$ cat config.mk
export PLATFORM = sky130hd
export DESIGN_NAME = blit_mem_write
export DESIGN_NICKNAME = d
export VERILOG_FILES = /design/src/rtl/blit_mem_write_pkg.sv /design/src/rtl/blit_mem_write_line_buf.sv /design/src/rtl/blit_mem_write.sv
export SDC_FILE = /design/constraint.sdc
export NUM_CORES = 1
export LEC_CHECK = 0
export ABC_AREA = 1
export CORE_ASPECT_RATIO = 2
export CORE_UTILIZATION = 48
export CTS_CLUSTER_DIAMETER = 50
export CTS_CLUSTER_SIZE = 28
export DETAILED_ROUTE_END_ITERATION = 7
export GPL_TIMING_DRIVEN = 0
export HOLD_SLACK_MARGIN = 0.03
export PLACE_DENSITY = 0.74
export SLEW_MARGIN = 40
export SYNTH_ARGS = -nofsm -noshare
export SYNTH_HDL_FRONTEND = slang
export SYNTH_SLANG_ARGS = --single-unit
$ cat constraint.sdc
create_clock -name clk -period 3.85 [get_ports clk]
set_input_delay 1.155 -clock clk [delete_from_list [all_inputs] [get_ports clk]]
set_output_delay 1.155 -clock clk [all_outputs]
set_load 0.05 [all_outputs]
$ cat src/rtl/blit_mem_write_pkg.sv
// Shared definitions for the blitter destination write-combining buffer.
// One line is 64 bytes, streamed to SDRAM as a 16-word masked burst.
package blit_mem_write_pkg;

   localparam int LINE_BYTES = 64;
   localparam int LINE_WORDS = 16;
   localparam int ADDR_W     = 26;
   localparam int LINE_AW    = ADDR_W - 6;

   typedef enum logic [1:0] {
      IDLE,
      FILL,
      REQ,
      DATA
   } blitw_state_t;

endpackage

$ cat src/rtl/blit_mem_write_line_buf.sv
// One-line storage: 16x32 data written a byte at a time plus a per-byte dirty mask.
// Only the mask is reset; stale data bytes are harmless because their mask bits are clear.
module blit_line_buf
   import blit_mem_write_pkg::*;
(
   input  logic        clk,
   input  logic        reset,
   input  logic        wr_en,
   input  logic [5:0]  wr_idx,
   input  logic [7:0]  wr_data,
   input  logic        clear_mask,
   input  logic [3:0]  rd_idx,
   output logic [31:0] rd_data,
   output logic [3:0]  rd_mask
);

   logic [3:0][7:0]       words_q [LINE_WORDS];
   logic [LINE_BYTES-1:0] mask_q;

   always_ff @(posedge clk) begin
      if (wr_en) begin
         words_q[wr_idx[5:2]][wr_idx[1:0]] <= wr_data;
      end
   end

   always_ff @(posedge clk or posedge reset) begin
      if (reset) begin
         mask_q <= '0;
      end else if (clear_mask) begin
         mask_q <= '0;
      end else if (wr_en) begin
         mask_q[wr_idx] <= 1'b1;
      end
   end

   assign rd_data = words_q[rd_idx];
   assign rd_mask = mask_q[{rd_idx, 2'b00} +: 4];

endmodule

$ cat src/rtl/blit_mem_write.sv
// Write-combining buffer between the p4 pixel stage and the SDRAM blitter-write port.
// Bytes merge into one open line; a miss or flush sends the whole line as a masked burst.
module blit_mem_write
   import blit_mem_write_pkg::*;
(
   input  logic              clk,
   input  logic              reset,
   input  logic              p4_write,
   input  logic [ADDR_W-1:0] p4_dst_addr,
   input  logic [7:0]        p4_dst_data,
   input  logic              flush,
   output logic              stall,
   output logic              busy,
   output logic              blitw_sdram_req,
   output logic [ADDR_W-1:0] blitw_sdram_addr,
   input  logic              blitw_sdram_ack,
   input  logic              blitw_sdram_wrreq,
   output logic [31:0]       blitw_sdram_wdata,
   output logic [3:0]        blitw_sdram_wmask,
   input  logic              blitw_sdram_complete
);

   blitw_state_t       state;
   logic [LINE_AW-1:0] line_addr;
   logic [3:0]         rptr;
   logic               hit;
   logic               accept;
   logic               clear_mask;

   assign hit        = (p4_dst_addr[ADDR_W-1:6] == line_addr);
   assign accept     = p4_write && ((state == IDLE) || ((state == FILL) && hit));
   assign stall      = p4_write && ((state == REQ) || (state == DATA) ||
                                    ((state == FILL) && !hit));
   assign busy       = (state != IDLE);
   assign clear_mask = (state == DATA) && blitw_sdram_complete;

   blit_line_buf u_line_buf (
      .clk        (clk),
      .reset      (reset),
      .wr_en      (accept),
      .wr_idx     (p4_dst_addr[5:0]),
      .wr_data    (p4_dst_data),
      .clear_mask (clear_mask),
      .rd_idx     (rptr),
      .rd_data    (blitw_sdram_wdata),
      .rd_mask    (blitw_sdram_wmask)
   );

   // A hit write and a flush in the same FILL cycle both take effect: the byte
   // merges through accept while the line moves on to REQ.
   always_ff @(posedge clk or posedge reset) begin
      if (reset) begin
         state            <= IDLE;
         line_addr        <= '0;
         rptr             <= '0;
         blitw_sdram_req  <= 1'b0;
         blitw_sdram_addr <= '0;
      end else begin
         case (state)
            IDLE: begin
               if (p4_write) begin
                  line_addr <= p4_dst_addr[ADDR_W-1:6];
                  state     <= FILL;
               end
            end
            FILL: begin
               if ((p4_write && !hit) || flush) begin
                  blitw_sdram_req  <= 1'b1;
                  blitw_sdram_addr <= {line_addr, 6'b0};
                  state            <= REQ;
               end
            end
            REQ: begin
               if (blitw_sdram_ack) begin
                  blitw_sdram_req <= 1'b0;
                  rptr            <= '0;
                  state           <= DATA;
               end
            end
            DATA: begin
               if (blitw_sdram_wrreq) begin
                  rptr <= rptr + 4'd1;
               end
               if (blitw_sdram_complete) begin
                  state <= IDLE;
               end
            end
            default: state <= IDLE;
         endcase
      end
   end

endmodule

**After elaboration in Yosys (flattened, before gate mapping)**

Memories as Yosys holds them, arrays and structs flattened.
Index checks and enable logic that the tools add are counted.

- Register bits after elaboration: 111
- Memory bits (writable): 512
- Bits of input ports: 41
- Output and inout port bits: 65
- Logic and storage cells: 65
- Memories kept: 1

- $add $sub $neg: 1
- $lt $le $gt $ge: 4
- Equality and inequality tests: 9
- Shifts and indexed selects: 1
- Multiplexer cells: 19
- Bitwise logic cells: 1
- Reductions and logical operators: 23

Memory list:

| name | words | width | read ports | clocked after Yosys merged registers in | write ports | line | source |
|---|---|---|---|---|---|---|---|
| u_line_buf.words_q | 16 | 32 | 1 | 0 | 1 | blit_mem_write_line_buf.sv:17 | `logic [3:0][7:0] words_q [LINE_WORDS];` |

Operators by type and width:

| kind | number |
|---|---|
| $mux 64 | 2 |
| $or 64x64->64 | 1 |
| $shiftx 64x7->4 | 1 |
| $mux 32 | 1 |
| $eq 20x20->1 | 1 |
| $demux 8 s2 | 1 |
| $logic_and 1x1->1 | 8 |
| $mux 2 | 4 |
| $mux 4 | 2 |
| $mux 8 | 1 |
| $ne 2x2->1 const B | 4 |
| $pmux 2 s4 | 1 |
| $pmux 4 s2 | 1 |
| $reduce_bool 2->1 | 4 |
| $lt 6x7->1 const B | 1 |
| $demux 1 s6 | 1 |
| $ge 6x1->1 const B | 1 |
| $reduce_and 3->1 | 2 |
| $add 4x1->4 const B | 1 |
| $eq 2x2->1 const B | 2 |
| $logic_or 1x1->1 | 4 |
| $mux 1 | 4 |
| $reduce_and 2->1 | 2 |
| $reduce_and 4->1 | 1 |
| 7 further kinds | 7 |

**Logic depth before layout (Yosys ltp)**

- Depth after elaboration: 7
- Mapped depth: 13
- Depth with buffers taken out: 12

**Hierarchy**

Synthesis repeated with hierarchy kept, for this count alone.

- Cell total of the unflattened synthesis: 2,877
- Area total of the unflattened synthesis: 27,781.6 sq um

Modules (own cells, without submodules):

| module | instances | cells each | area an instance (sq um) | sequential area each (sq um) |
|---|---|---|---|---|
| blit_line_buf | 1 | 2,566 | 25,310.5 | 16,976.3 |
| blit_mem_write | 1 | 311 | 2,471.1 | 1,176.1 |

**Worst setup path after synthesis**

No wires, ideal clock.

- Path type: flip-flop to output port
- From: reg rptr[0]
- To: out blitw_sdram_wmask[0]
- Arrival time: 2,389 ps
- Required time: 2,695 ps
- Slack: 306 ps
- Cell stages (with the launch flop): 10
- Path buffers: 4
- Cells stage by stage: dfrtp_1 -> buf_2 -> inv_1 -> buf_2 -> buf_2 -> buf_2 -> nand2_1 -> nand3_1 -> nand3_1 -> o21ai_0

- Word-level cells in the longest chain between the ends: 1

Ends and longest elaborated chain:

| element | line | source |
|---|---|---|
| start: declaration | blit_mem_write.sv:25 | `logic [3:0] rptr;` |
| start signal: assignment | blit_mem_write.sv:82 | `rptr <= rptr + 4'd1;` |
| $shiftx 64x7->4 | blit_mem_write_line_buf.sv:37 | `assign rd_mask = mask_q[{rd_idx, 2'b00} +: 4];` |
| end: declaration | blit_mem_write.sv:19 | `output logic [3:0] blitw_sdram_wmask,` |

No other way between the ends.

**Final worst setup path**

- From: reg rptr[2]
- To: out blitw_sdram_wdata[19]

- Word-level cells in the longest chain between the ends: 1

Ends and longest elaborated chain:

| element | line | source |
|---|---|---|
| $mem_v2 16x32 | - |  |
| end: declaration | blit_mem_write.sv:18 | `output logic [31:0] blitw_sdram_wdata,` |

No other way between the ends.

==> key figures <==
Logic synthesis
  • Mapped Area: 25,800 µm²
  • Mapped Cells: 2,250
  • Post-synth EDFFs: 512
  • Dominant synthesized flop cell: edfxtp_1
  • Seq/Total Area, Yosys: 0.704
  • Yosys top cell area share: 0.596
  • Most instantiated cells after synthesis: edfxtp_1, nand2_1, nor2_1, o21ai_0, a21oi_1
  • Synth area leaders: edfxtp_1, dfrtp_1, nand2_1
  • Syn Area/Cell: 11.5 µm²
  • Largest area contributor in the netlist: edfxtp_1
  • Async S/R FF share, synth: 0.178
  • Yosys warnings: 0
  • Most common cell in the synthesized netlist: edfxtp_1
  • Synth cell types: 33
  • Synthesized flop and latch total: 623

STA
  • Final min period: 3.86 ns
  • Highest clock rate: 259 MHz
  • Max Slew Vio Count: 0
  • Worst Tran Pin Value: 0.874 ns
  • Final Hold Fails: 0
  • Period utilisation layout: 1.00
  • Max-slew headroom: 0.415
  • Worst hold slack: 0.477 ns
  • Clock skew: 0.0572 ns
  • Final number of setup-violating endpoints: 1
  • Setup slack after layout: -0.0106 ns
  • RSZ-0062 raised after global routing: yes

Final layout
  • Syn-to-layout area delta: 15.1%
  • Final instance area: 29,700 µm²
  • Final Util: 0.561
  • Ant. Diodes: 0
  • Share of layout cells above drive strength 1: 0.145
  • Final net count: 2,449

Clock network
  • H-tree depth: 2
  • CTS tree: yes
  • Worst-path clk slew: 0.09 ns
  • Clk_lat worst skew: 0.60 ns
  • CTS Buf Count: 35
  • Clock Tree Root: clkbuf_16
  • Max clock buf depth: 3
  • Hold buffer count at cts: 0
  • Clock sink total: 623

Min path
  • Worst min-delay path category: reg -> reg
  • Hold path start: blitw_sdram_addr[9]$_DFFE_PP0P_
  • Hold depth: 2
  • Hold Path Sink: blitw_sdram_addr[9]$_DFFE_PP0P_

Floorplan
  • Initial Utilization: 0.488
  • Vert. Die Dim: 330 µm
  • Die ar.: 54,700 µm²
  • Core box area: 52,900 µm²
  • I/O Pins: 106
  • Num rows: 119
  • Die width: 166 µm

Routing
  • 1st-iter DRT viols: 2,391
  • Routed wire length: 87.2 mm
  • WL per Instance: 28.3 µm
  • Final ANT Viol Nets: 0
  • Drt first pass iters: 8
  • DRC: 20
  • Vias: 19,600
  • DR vias/cell: 6.35

Worst setup path
  • Critical R2R Launch: line_addr[9]$_DFFE_PP0P_
  • Crit Path Category: reg -> out
  • Startpoint Class: flop
  • WP data arrival: 2.71 ns
  • R2r endpoint: u_line_buf.words_q[1][4]$_DFFE_PP_
  • CP endpoint kind: output port
  • Worst EP required: 2.69 ns
  • Worst Path Max Fanout: 10
  • Reg2Reg Depth: 13
  • R2R Setup Slk: 0.74 ns

Place
  • Gpl congestion: 0.998
  • Final HPWL DP: 60.4 mm
  • Placed cell areas: 28,000 µm²
  • Place WS: -0.875 ns
  • IO Port Bufs: 97

Global route
  • Grt ovf: 0
  • Largest net degree at the start of global routing: 58
  • First-pass GRT wire length: 125 mm
  • Number of global-route vias before repair: 19,500
  • Total GRT Usage: 0.318
  • Antenna violations before repair: 1

Power and ir drop
  • LEAKAGE: 10.8 nW
  • Worst vdd ir: 0.407 mV
  • P per Cell Area: 682 nW/µm²
  • Overall power: 20.3 mW

Run status
  • Failing checks: DRC, setup timing
  • Run status: complete, but fails checks

Run
  • MaxCap Viol Count: 0
## repair_timing
item | CTS | global route
gates resized for setup | 374 | 120
buffers inserted | 0 | 1
pin swaps | 0 | 11
cloned | 0 | 0
endpoints found under the hold margin | 0 | 0
setup endpoints to repair | 37 | 37
## placed cells by master (no fill, tap or decap), drive strengths merged
master           n
dlymetal6s2s     3
o21ai          251
bufinv           2
xnor2            8
nor2           276
inv            102
xor2             1
o2111ai          3
nand4           30
nand3           89
a221oi          40
edfxtp         512
a21oi          114
clkbuf         120
nand2          450
clkinvlp         3
clkdlybuf4s50   49
buf            122
or2              1
dfrtp          111
o21bai           1
clkinv           8
ha               6
o22ai           39
mux2             3
o211ai          40
o221ai          29
conb             6
## kinds of logic (layout without fill, tap and decap cells)
group / Yosys count / count (layout) / share of synthesized area
simple gates: 846 / 846 / 0.132
other cells: 1 / 6 / 0.000145
flops: 623 / 623 / 0.704
mux: 3 / 3 / 0.00131
buf+inv: 245 / 409 / 0.0405
fa+ha+maj: 6 / 6 / 0.00291
xor+xnor: 9 / 9 / 0.00306
compound gates: 517 / 517 / 0.117
## worst max-delay path: stages, from the launching register on
cell and delay [ns]:
dfrtp_1 0.39, buf_4 0.22, nand2_2 0.23, clkinvlp_4 0.28
clkbuf_4 0.31, nand3_1 0.10, nand4_1 0.18, nand2_1 0.18
clkbuf_4 0.24
## state kept, by name (all words and copies together), names as in the netlist
| name | cells |
|---|---|
| u_line_buf.words_q | 512 |
| u_line_buf.mask_q | 64 |
| blitw_sdram_addr | 20 |
| line_addr | 20 |
| rptr | 4 |
| state | 2 |
| blitw_sdram_req | 1 |
## power by group
part	switching, mW	internal, mW
Clock	2.36	1.91
Combinational	5.74	2.20
Sequential	0.314	7.73
## stage by stage
stage,TNS (ns),instances
floorplan,0,2255
global placement,-207.25,3017
detailed placement,-151.04,3030
CTS,-0.0714,3083
global route,-0.476,3084
finish,-0.0106,3084
## how the worst max path moves through the flow
stage / start / end / slack [ns] / cells after the start
floorplan: rptr[0]$_DFFE_PP0P_ / blitw_sdram_wmask[0] / 0.31 / 9
global placement: rptr[1]$_DFFE_PP0P_ / blitw_sdram_wdata[13] / -0.82 / 9
detailed placement: rptr[1]$_DFFE_PP0P_ / blitw_sdram_wdata[13] / -0.87 / 9
CTS: rptr[0]$_DFFE_PP0P_ / blitw_sdram_wdata[18] / -0.05 / 9
global route: rptr[0]$_DFFE_PP0P_ / blitw_sdram_wdata[9] / -0.05 / 9
finish: rptr[2]$_DFFE_PP0P_ / blitw_sdram_wdata[19] / -0.01 / 8
## metal layers
metal  vias to the layer above  part of all wire  global-route usage  wire length (µm)
li1                       8279                 -                   -                 -
met1                      9382              0.31               0.323             27000
met2                      1458              0.51               0.569             44300
met3                       473             0.089              0.0564              7740
met4                         0             0.094               0.267              8220
met5                         -                 0                   0                 0
## layout make-up
cell class                 count  area, µm²
multi-input combinational   1387       6940
sequential                   623      18200
clock buffer                  36        880
clock inverter                18        270
timing repair buffer         111       1150
buffer                       147       1070
fill                        4246      23200
inverter                      97        375
tap                          665        832
(Power assumes the default switching activity.)
